[src/rtl/registra_mortes.sv]
`default_nettype none
// +----------------------------------------------------------------------------+
// | registra_mortes: night-phase death registrar, commits kills to the death   |
// | mask and announces each new death lowest index first. Rev 1.0              |
// +----------------------------------------------------------------------------+
module registra_mortes #(
    parameter int N_JOGADORES = 5
) (
    input  logic                   clock,
    input  logic                   reset_n,
    input  logic                   nova_partida,
    input  logic                   kill_valid,
    input  logic [2:0]             kill_id,
    output logic                   kill_ready,
    input  logic                   save_valid,
    input  logic [2:0]             save_id,
    input  logic                   fim_noite,
    output logic                   erro,
    output logic                   evt_valid,
    output logic [2:0]             evt_id,
    input  logic                   evt_ready,
    output logic                   dia_pronto,
    output logic [N_JOGADORES-1:0] mortes,
    output logic [2:0]             vivos
);

    localparam logic [0:0]             S_COLETA  = 1'b0;
    localparam logic [0:0]             S_ANUNCIA = 1'b1;
    localparam logic [3:0]             c_N_EXT   = 4'(N_JOGADORES);
    localparam logic [2:0]             c_N3      = 3'(N_JOGADORES);
    localparam logic [N_JOGADORES-1:0] c_ONE     = {{(N_JOGADORES-1){1'b0}}, 1'b1};

    logic [0:0]             r_state;
    logic [N_JOGADORES-1:0] r_mortes;
    logic [N_JOGADORES-1:0] r_pend;
    logic [N_JOGADORES-1:0] r_anun;
    logic                   r_erro;
    logic                   r_dia;

    logic [N_JOGADORES-1:0] w_kill_mask;
    logic [N_JOGADORES-1:0] w_save_mask;
    logic                   w_kill_in_range;
    logic                   w_save_in_range;
    logic                   w_kill_ok;
    logic                   w_kill_bad;
    logic                   w_save_ok;
    logic                   w_save_bad;
    logic [N_JOGADORES-1:0] w_pend_next;
    logic [2:0]             w_evt_id;
    logic [N_JOGADORES-1:0] w_evt_mask;
    logic [N_JOGADORES-1:0] w_anun_next;
    logic [2:0]             w_count;

    // Out-of-range ids shift the one-hot mask off the top, giving an empty mask
    assign w_kill_mask     = c_ONE << kill_id;
    assign w_save_mask     = c_ONE << save_id;
    assign w_kill_in_range = {1'b0, kill_id} < c_N_EXT;
    assign w_save_in_range = {1'b0, save_id} < c_N_EXT;
    assign w_kill_ok       = kill_valid && w_kill_in_range && ((r_mortes & w_kill_mask) == '0);
    assign w_kill_bad      = kill_valid && !w_kill_ok;
    assign w_save_ok       = save_valid && w_save_in_range;
    assign w_save_bad      = save_valid && !w_save_in_range;
    assign w_pend_next     = (r_pend | (w_kill_ok ? w_kill_mask : '0))
                           & ~(w_save_ok ? w_save_mask : '0);

    always_comb begin
        w_evt_id = 3'd0;
        for (int i = N_JOGADORES - 1; i >= 0; i--) begin
            if (r_anun[i]) w_evt_id = 3'(i);
        end
    end

    assign w_evt_mask  = c_ONE << w_evt_id;
    assign w_anun_next = r_anun & ~w_evt_mask;

    always_comb begin
        w_count = 3'd0;
        for (int i = 0; i < N_JOGADORES; i++) begin
            w_count = w_count + {2'b00, r_mortes[i]};
        end
    end

    always_ff @(posedge clock or negedge reset_n) begin
        if (!reset_n) begin
            r_state  <= S_COLETA;
            r_mortes <= '0;
            r_pend   <= '0;
            r_anun   <= '0;
            r_erro   <= 1'b0;
            r_dia    <= 1'b0;
        end else begin
            r_erro <= 1'b0;
            r_dia  <= 1'b0;
            if (nova_partida) begin
                r_state  <= S_COLETA;
                r_mortes <= '0;
                r_pend   <= '0;
                r_anun   <= '0;
            end else if (r_state == S_COLETA) begin
                r_erro <= w_kill_bad || w_save_bad;
                if (fim_noite) begin
                    r_mortes <= r_mortes | w_pend_next;
                    r_anun   <= w_pend_next;
                    r_pend   <= '0;
                    if (w_pend_next != '0) r_state <= S_ANUNCIA;
                    else                   r_dia   <= 1'b1;
                end else begin
                    r_pend <= w_pend_next;
                end
            end else if (evt_ready) begin
                r_anun <= w_anun_next;
                if (w_anun_next == '0) begin
                    r_state <= S_COLETA;
                    r_dia   <= 1'b1;
                end
            end
        end
    end

    assign kill_ready = (r_state == S_COLETA);
    assign evt_valid  = (r_state == S_ANUNCIA);
    assign evt_id     = w_evt_id;
    assign erro       = r_erro;
    assign dia_pronto = r_dia;
    assign mortes     = r_mortes;
    assign vivos      = c_N3 - w_count;

endmodule
`default_nettype wire

[config.mk]
export PLATFORM = sky130hd
export DESIGN_NAME = registra_mortes
export DESIGN_NICKNAME = d
export VERILOG_FILES = /design/src/rtl/registra_mortes.sv
export SDC_FILE = /design/constraint.sdc
export NUM_CORES = 1
export LEC_CHECK = 0
export CAP_MARGIN = 30
export CORE_MARGIN = 4
export CORE_UTILIZATION = 50
export CTS_CLUSTER_SIZE = 30
export DETAILED_ROUTE_END_ITERATION = 6
export GPL_TIMING_DRIVEN = 0
export PLACE_DENSITY = 0.89
export SYNTH_ARGS = -nofsm -noshare
export SYNTH_HDL_FRONTEND = slang
export SYNTH_SLANG_ARGS = --single-unit
export TNS_END_PERCENT = 100
[constraint.sdc]
create_clock -name clock -period 3.9 [get_ports clock]
set_clock_uncertainty 0.05 [all_clocks]
set_input_delay 0.78 -clock clock [delete_from_list [all_inputs] [get_ports clock]]
set_output_delay 0.78 -clock clock [all_outputs]
set_load 0.05 [all_outputs]
==> results by group <==
Global route
  • Largest net degree at the start of global routing: 19
  • Initial antenna violation count: 0
  • GRT Residual Overflow: 0
  • First-pass GRT wire length: 4730 um
  • GRT Total Usage: 19.1%
  • Vias in the first global route: 1053

Timing
  • Final hold vios: 0
  • Fin. max-slew vios: 0
  • Fmax: 0.278 GHz
  • Sum Neg Setup Slack: 0 ns
  • Slew @ Worst Pin: 0.823 ns
  • Slew Limit Headroom: 45.0%
  • Min cycle time layout: 3.60 ns
  • Unrepaired setup endpoints after global routing: false
  • Fin crit share: 92.4%
  • Hold_ws: 0.516 ns
  • Setup violations, final: 0

Synthesis
  • Number of distinct library cells after synthesis: 37
  • EDFF count, synth: 0
  • Dominant register cell in the synthesized netlist: dfrtp_1
  • Asr flop ratio synth: 100%
  • #FFs+latches synth: 18
  • Mapped Area: 0.00116 mm2
  • Syn_nets: 153
  • Post-synthesis sequential area ratio: 38.7%
  • Synth Instances: 135
  • Syn Area/Cell: 8.63 um2
  • Ys Warns: 0

Critical path
  • CP dominant cell by count: inv_1
  • Reg2reg path depth: 5
  • Crit start category: register
  • Worst setup startpoint: mortes[1]$_DFFE_PN0P_
  • Worst r2r src: mortes[1]$_DFFE_PN0P_
  • Max Fanout on Critical Path: 4
  • Worst endpoint data arrival time: 2.77 ns
  • Kind of critical path: register to output pin
  • Slowest-stage cell, CP: clkdlybuf4s50_1
  • R2R setup slack: 2.40 ns
  • Max stage delay on crit path: 0.79 ns
  • Required time of the worst setup path: 3.07 ns
  • CP endpoint kind: output pin
  • CP Cell Sequence: inv_1 > fa_1 > inv_1 > ha_1 > ha_1 > inv_1 > clkdlybuf4s50_1
  • Worst r2r dst: erro$_DFF_PN0_

Pwr
  • P_leak: 0.000658 uW
  • Max VDD drop: 0.175 mV
  • P per Cell Area: 273 mW/mm2

Detailed routing
  • Iter 0 DRT Violations: 43
  • Remaining antenna violation count: 0
  • Residual DRC: 0
  • DR WL/cell: 14.5 um
  • DRT Pass-1 Iters: 4
  • Vias/cell: 5.74
  • Routed wire length: 2780 um
  • Vias: 1102

Hold path
  • Hold depth: 2
  • Hold Path End: r_pend[0]$_DFFE_PN0P_
  • Worst Hold Class: register to register
  • Hold wc startpoint: r_pend[0]$_DFFE_PN0P_

Floorplan
  • Die extent in x: 56.3 um
  • Die extent in y: 56.3 um
  • Ports: 28
  • Initial Util: 52.7%
  • Die area: 0.00317 mm2
  • Core area: 0.00221 mm2
  • Cell row count: 17

Cells and area
  • # diodes: 0
  • Most frequent cells in the layout: clkdlybuf4s50_1 (24), nor2_1 (20), dfrtp_1 (18), nand2_1 (17), inv_1 (15)
  • Area delta synth->final: 27.7%
  • Commonest non-fill, non-tap cell in the layout: clkdlybuf4s50_1
  • Fill cell count: 193
  • Final #Nets: 184
  • Fraction of layout cells with a size suffix above 1: 9.76%

CTS
  • TritonCTS Buffers: 3
  • CTS tree: done
  • H-tree depth: 1
  • Worst skew pair latency: 0.29 ns
  • CTS Buffer Depth: 2
  • Root Driver: clkbuf_4
  • Post-CTS Setup Bufs: 0
  • Clock-pin slew on the worst setup and hold paths: 0.10 ns
  • Clk sink count: 18

Placed design
  • Routability cong.: 0.890
  • DP HPWL: 2240 um
  • Input/output buffers: 26

Run status
  • Status: finished, final reports clean

Flow run
  • Max_cap viols: 0
## stage by stage
step | power (uW) | instance area [um2] | util [%] | instances | setup slack, ns
6_report | 406 | 1490 | 67.3 | 192 | 0.298
5_1_grt | 430 | 1490 | 67.3 | 192 | 0.183
4_1_cts | 406 | 1480 | 67.0 | 192 | 0.0183
3_5_place_dp | 317 | 1460 | 66.0 | 189 | 0.353
3_3_place_gp | 314 | 1460 | 66.0 | 189 | 0.438
2_1_floorplan | 271 | 1160 | - | 135 | 0.297
## worst max-delay path by stage
stage	cells after the start	slack, ns	endpoint
2_1_floorplan	8	0.30	vivos[2]
3_5_place_dp	9	0.35	vivos[2]
6_report	7	0.30	vivos[0]
5_1_grt	7	0.18	vivos[0]
4_1_cts	9	0.02	vivos[2]
3_3_place_gp	9	0.44	vivos[2]
## worst max-delay path, delay by kind of cell, from the launching register on
kind / cells / cell delay (ns)
flops: 1 / 0.43
buf+inv: 4 / 0.98
fa+ha+maj: 3 / 1.08
## cell type report
cell class              count  area (um2)  area share (%)
flip-flops and latches     18         450            30.3
multi-input cells          98         641            43.1
well taps                  28        35.0            2.35
repair buffers             26         265            17.8
inverters                  15        56.3            3.78
plain buffers               4        17.5            1.18
clock buffers               3        22.5            1.51
## state kept, by name, summed over array words and instances, names as in the netlist
name	flops
dia_pronto	1
erro	1
evt_valid	1
mortes	5
r_anun	5
r_pend	5
## power by group
| part | leakage, uW | switching [uW] | internal (uW) | total [uW] |
|---|---|---|---|---|
| Combinational | 0.000395 | 73.1 | 42.3 | 115 |
| Clock | 0.0000138 | 57.0 | 35.9 | 92.9 |
| Sequential | 0.000248 | 5.51 | 192 | 198 |
| Total | 0.000658 | 136 | 271 | 406 |
## routing by layer
| metal | global-route usage (%) | vias up | part of all wire, % |
|---|---|---|---|
| li1 | - | 529 | - |
| met1 | 24.3 | 532 | 41 |
| met3 | 2.07 | 4 | 5.7 |
| met5 | 0 | - | 0 |
| met2 | 33.2 | 37 | 52 |
| met4 | 7.12 | 0 | 1.5 |
## cell usage after synthesis (2+ instances only)
cell type | number | area [um2]
a22oi_1 | 5 | 37.5
clkbuf_1 | 2 | 7.51
ha_1 | 4 | 50.1
nor2_1 | 20 | 75.1
inv_1 | 15 | 56.3
nor2b_1 | 2 | 12.5
nor4_1 | 2 | 12.5
nor3_2 | 2 | 20.0
o21ai_0 | 8 | 40.0
buf_2 | 2 | 10.0
a31oi_1 | 5 | 31.3
dfrtp_1 | 18 | 450
nand2_1 | 17 | 63.8
a21oi_1 | 7 | 35.0
o211ai_1 | 2 | 15.0
o21ai_1 | 3 | 15.0
## repair_timing
item,CTS,global route
endpoints found under the setup margin,0,2
hold buffers,0,0
gates resized for setup,0,2
## cells by family after synthesis
family,count (synthesis),share of synthesized area [%]
and+or+nand+nor,52,22.0
AOI/OAI and AO/OA,37,22.4
buffers and inverters,19,6.34
DFF,18,38.7
adders and majority gates,6,6.98
muxes,2,2.79
xor gates and xnor gates,1,0.752
(Power assumes the default switching activity.)
